[config.mk]
export PLATFORM = sky130hd
export DESIGN_NAME = ram_arbiter
export DESIGN_NICKNAME = d
export VERILOG_FILES = /design/src/rtl/ram_arbiter_pkg.sv /design/src/rtl/rr_arbiter_2.sv /design/src/rtl/ram_arbiter.sv
export SDC_FILE = /design/constraint.sdc
export NUM_CORES = 1
export LEC_CHECK = 0
export CORE_ASPECT_RATIO = 0.7
export CORE_MARGIN = 2
export CORE_UTILIZATION = 37
export DETAILED_ROUTE_END_ITERATION = 16
export GPL_TIMING_DRIVEN = 0
export PLACE_DENSITY = 0.78
export RECOVER_POWER = 50
export SYNTH_ARGS = -nofsm -noshare
export SYNTH_HDL_FRONTEND = slang
export SYNTH_SLANG_ARGS = --single-unit
export TNS_END_PERCENT = 100
[constraint.sdc]
create_clock -name i_clk -period 1.61 [get_ports i_clk]
set_clock_uncertainty 0.1 [all_clocks]
set_input_delay 0.4025 -clock i_clk [delete_from_list [all_inputs] [get_ports i_clk]]
set_output_delay 0.4025 -clock i_clk [all_outputs]
set_load 0.01 [all_outputs]
[src/rtl/ram_arbiter_pkg.sv]
// ram_arbiter_pkg: shared types and constants for the two-requester RAM arbiter.
//   state_t         - access sequencer states
//   RAM_READ/WRITE  - encoding of the RAM ReadWrite strobe
//   *_DEF           - default address/data widths of the 65536x32 RAM
package ram_arbiter_pkg;
  localparam int unsigned ADDR_W_DEF = 16;
  localparam int unsigned DATA_W_DEF = 32;

  localparam logic RAM_READ  = 1'b1;
  localparam logic RAM_WRITE = 1'b0;

  typedef enum logic [1:0] {
    ST_IDLE    = 2'd0,
    ST_SETUP   = 2'd1,
    ST_STROBE  = 2'd2,
    ST_RELEASE = 2'd3
  } state_t;
endpackage

[src/rtl/rr_arbiter_2.sv]
// rr_arbiter_2: combinational two-way round-robin pick.
//   i_req0/i_req1   - requests
//   i_last_grant    - id granted most recently
//   o_grant_valid   - at least one request present
//   o_grant_id      - winner; on a tie the requester that did not win last time
module rr_arbiter_2 (
  input  logic i_req0,
  input  logic i_req1,
  input  logic i_last_grant,
  output logic o_grant_valid,
  output logic o_grant_id
);
  assign o_grant_valid = i_req0 | i_req1;
  assign o_grant_id    = (i_req0 & i_req1) ? ~i_last_grant : i_req1;
endmodule

[src/rtl/ram_arbiter.sv]
// ram_arbiter: shares a single-port level-sensitive RAM between two requesters.
// Each access runs IDLE -> SETUP -> STROBE -> RELEASE so address/data/op are
// stable on the bus before, during and after the one-cycle Enable pulse.
//   i_clk, i_rst_n                  - clock, async active-low reset
//   i_reqN/i_rwN/i_addrN/i_wdataN   - requester N operands (rw: 1 = read)
//   o_ackN/o_rdataN                 - one-cycle completion, registered read data
//   o_ram_*                         - RAM Enable/ReadWrite/Address/DataIn
//   i_ram_data_out                  - RAM DataOut (undefined while disabled)
module ram_arbiter
  import ram_arbiter_pkg::*;
#(
  parameter int unsigned AddrWidth = ADDR_W_DEF,
  parameter int unsigned DataWidth = DATA_W_DEF
) (
  input  logic                 i_clk,
  input  logic                 i_rst_n,
  input  logic                 i_req0,
  input  logic                 i_rw0,
  input  logic [AddrWidth-1:0] i_addr0,
  input  logic [DataWidth-1:0] i_wdata0,
  output logic                 o_ack0,
  output logic [DataWidth-1:0] o_rdata0,
  input  logic                 i_req1,
  input  logic                 i_rw1,
  input  logic [AddrWidth-1:0] i_addr1,
  input  logic [DataWidth-1:0] i_wdata1,
  output logic                 o_ack1,
  output logic [DataWidth-1:0] o_rdata1,
  output logic                 o_ram_enable,
  output logic                 o_ram_read_write,
  output logic [AddrWidth-1:0] o_ram_address,
  output logic [DataWidth-1:0] o_ram_data_in,
  input  logic [DataWidth-1:0] i_ram_data_out
);
  state_t r_state, w_next;

  logic                 r_last_grant, r_grant;
  logic                 r_en, r_rw, r_ack0, r_ack1;
  logic [AddrWidth-1:0] r_addr;
  logic [DataWidth-1:0] r_wdata, r_rdata0, r_rdata1;
  logic                 w_gvalid, w_gid;

  rr_arbiter_2 u_arb (
    .i_req0        (i_req0),
    .i_req1        (i_req1),
    .i_last_grant  (r_last_grant),
    .o_grant_valid (w_gvalid),
    .o_grant_id    (w_gid)
  );

  always_comb begin
    w_next = r_state;
    case (r_state)
      ST_IDLE:    if (w_gvalid) w_next = ST_SETUP;
      ST_SETUP:   w_next = ST_STROBE;
      ST_STROBE:  w_next = ST_RELEASE;
      ST_RELEASE: w_next = ST_IDLE;
      default:    w_next = ST_IDLE;
    endcase
  end

  always_ff @(posedge i_clk or negedge i_rst_n) begin
    if (!i_rst_n) begin
      r_state      <= ST_IDLE;
      r_last_grant <= 1'b1;  // requester 0 wins the first tie
      r_grant      <= 1'b0;
      r_en         <= 1'b0;
      r_rw         <= RAM_READ;
      r_addr       <= '0;
      r_wdata      <= '0;
      r_ack0       <= 1'b0;
      r_ack1       <= 1'b0;
      r_rdata0     <= '0;
      r_rdata1     <= '0;
    end else begin
      r_state <= w_next;
      // Enable is registered, so it is high exactly while the FSM is in STROBE.
      r_en    <= (r_state == ST_SETUP);
      r_ack0  <= (r_state == ST_STROBE) && !r_grant;
      r_ack1  <= (r_state == ST_STROBE) &&  r_grant;

      // Operands are captured once at grant; later requester changes are ignored.
      if (r_state == ST_IDLE && w_gvalid) begin
        r_grant      <= w_gid;
        r_last_grant <= w_gid;
        r_rw         <= w_gid ? i_rw1    : i_rw0;
        r_addr       <= w_gid ? i_addr1  : i_addr0;
        r_wdata      <= w_gid ? i_wdata1 : i_wdata0;
      end

      // DataOut is only sampled at the end of STROBE, never while it floats.
      if (r_state == ST_STROBE && r_rw == RAM_READ) begin
        if (r_grant) r_rdata1 <= i_ram_data_out;
        else         r_rdata0 <= i_ram_data_out;
      end
    end
  end

  assign o_ram_enable     = r_en;
  assign o_ram_read_write = r_rw;
  assign o_ram_address    = r_addr;
  assign o_ram_data_in    = r_wdata;
  assign o_ack0           = r_ack0;
  assign o_ack1           = r_ack1;
  assign o_rdata0         = r_rdata0;
  assign o_rdata1         = r_rdata1;
endmodule

==> metrics.txt <==
status=finished clean; EDFF count, synth=0; DPL Wire Length=10770 um; CTS tree=yes; largest family of logic cells by synthesized area=multiplexers; Clock Latency Late Sink=400 ps; compound-gate portion of the synthesized area=10.92%; Vias=4366; final max-slew violation count=0; worst endpoint required time=1110 ps; Data arrival, critical path=1090 ps; register area=0.003005 mm^2; Setup crit end kind=output port; Leak=3.877 nW; area grow syn2layout=68.77%; core area=0.01323 mm^2; synth warn=0; Synth Area in Simple Gates=8.366%; CP Class=register to output port; Initial Utilization=38.11%; crit path buf inv count=1; final hold vios=0; initial antenna violation count=0; Worst path slowest cell=dfstp_2; Die Ht=101.6 um; layout cell share with drive strength beyond 1=20.80%; peak supply drop=1.182 mV; clk sinks=120; startpoint types=register; Max Root-Sink Buffers=2; 1st-iter DRT viols=174; Final Cycle Share=98.79%; Synth Area in XOR/XNOR=0%; clock transition at the registers of the reported paths=60 ps; port bufs=248; post-synth top area share=58.59%; nets@finish=845; crit path cell chain=buf_6; diode count=0; GRT Resource Usage Total=20.00%; top-count cell post-synth=dfrtp_1; sequential-to-total area share from yosys stat=59.63%; WL per Instance=16.66 um; Placer Congestion=0.8414; ys async rst share=100.0%; clock root buffer=clkbuf_16; Via density=4.819; number of global-route vias before repair=4399; Tmin final=1591 ps; PD cells=1969 mW/mm^2; Max-cap violations=0; largest net degree at the start of global routing=71; first-pass GRT wire length=22800 um; fmax=0.6287 GHz; number of fill cells in the layout=1055; mux cell area share after synthesis=16.76%; htree depth=4; Main synth FF type=dfrtp_1; adder-cell share of the synthesized area=0.7448%; Min-Delay Path Class=input port to register; CTS Buf Count=17; top cells by area, synth=dfrtp_1 (59%), a21oi_1 (9.8%), mux2_4 (8.9%); dpl ws=-467.4 ps; CP peak stage delay=570 ps; Distinct cells, synth=24; WL final=15090 um; Least-Margin Pin Slew=485.6 ps; global route overflow=0; io pins=250; Detail Route Antenna Nets=0; First-pass DRT Iterations=5; residual DRC count=0; RSZ-0062 raised after global routing=yes; relative slew slack=67.63%; Final Setup Violations=0; Multi-input gate area=0.001928 mm^2; Syn Nets=566; Synth Area per Inst=11.75 um^2; CP delay by family, top=flip-flops; crit-path max FO=4; cell area after synthesis=0.005040 mm^2; final worst setup slack=19.43 ps; cell count after synthesis=429; Synth top cells by count=dfrtp_1 (118), a21oi_1 (99), nor2_1 (51); row count=35; die width=143.5 um; Synth Register Bits=120; setup tns final=0 ps; Yosys top cell by area=dfrtp_1; die footprint=0.01459 mm^2
power by group:
group	leakage, nW	total (mW)	switching [mW]	internal, mW
combinational	2.21	7.44	3.42	4.02
clock	0.289	3.84	1.40	2.44
sequential	1.38	5.47	0.864	4.60
total	3.88	16.7	5.68	11.1
through the flow:
step / hold slack [ps] / utilization, % / area (um^2) / cells / total power [mW]
after detailed placement: 274.9 / 58.85 / 7782 / 863 / 13.41
after global placement: 378.5 / 58.63 / 7754 / 862 / 13.14
final: 267.3 / 64.31 / 8506 / 906 / 16.74
after global routing: 266.8 / 64.31 / 8506 / 906 / 17.74
after CTS: 189.5 / 62.91 / 8320 / 895 / 16.41
after floorplan: 6.909 / - / 5040 / 429 / 9.131
kinds of logic after synthesis:
group,Yosys count
AOI/OAI and AO/OA,106
adders and majority gates,3
buffers and inverters,30
DFF,120
muxes,65
and+or+nand+nor,105
area by class of cell:
type / count / area share [%]
multi-input cells: 280 / 22.67
clock buffers: 17 / 5.001
well taps: 185 / 2.721
inverters: 2 / 0.08826
repair buffers: 261 / 29.52
plain buffers: 26 / 2.589
flip-flops and latches: 120 / 35.33
clock inverters: 15 / 2.074
timing repair:
| item | CTS | global route |
|---|---|---|
| pin swaps | 0 | 1 |
| gates cloned | 0 | 5 |
| hold endpoints to repair | 49 | 0 |
| setup endpoints to repair | 226 | 123 |
| hold buffers | 1 | 0 |
| setup buffers | 0 | 7 |
| gates resized for setup | 147 | 58 |
cells in the final DEF, fill, tap and decap left out, drive strengths merged:
| cell | n |
|---|---|
| mux2 | 65 |
| nor2 | 51 |
| a21oi | 99 |
| inv | 4 |
| o21a | 1 |
| a21boi | 1 |
| a31oi | 2 |
| and2 | 1 |
| ha | 3 |
| dfrtp | 118 |
| a21bo | 1 |
| buf | 38 |
| clkdlybuf4s15 | 38 |
| dlygate4sd2 | 78 |
| clkinv | 7 |
| nand3b | 1 |
| a22o | 1 |
| clkinvlp | 3 |
| o21ai | 2 |
| nor2b | 1 |
| nand3 | 1 |
| bufinv | 3 |
| dlygate4sd3 | 1 |
| dfstp | 2 |
| nand2 | 50 |
| clkbuf | 19 |
| clkdlybuf4s50 | 130 |
metal layers:
metal	up-vias	routed length, um	track usage (%)
met4	0	82	4.600
met5	-	0	0
met1	2129	6645	26.14
met3	10	1247	6.430
met2	208	7114	32.82
li1	2019	-	-
registers in the layout (all words and copies together), names as in the netlist:
name and count:
o_rdata0 32, o_ram_address 16, o_ram_data_in 32, r_state 2, o_ram_enable 1, r_grant 1, o_ack1 1, o_rdata1 32
r_last_grant 1, o_ack0 1, o_ram_read_write 1
final timing paths:
kind	start	endpoint	slack (ps)	cells after the start
worst max-delay path	o_ram_read_write$_DFFE_PN1P_	o_ram_read_write	20	1
worst min-delay path	i_req0	r_last_grant$_DFFE_PN1P_	270	2
worst max register to register	r_state[1]$_DFFE_PN0P_	o_ram_data_in[16]$_DFFE_PN0P_	40	7
worst min register to register	o_rdata0[10]$_DFFE_PN0P_	o_rdata0[10]$_DFFE_PN0P_	400	1
max in group asynchronous	i_rst_n	r_last_grant$_DFFE_PN1P_	260	3
min in group asynchronous	i_rst_n	o_ram_data_in[5]$_DFFE_PN0P_	420	2
No activity file was read; power rests on OpenSTA's default activity.
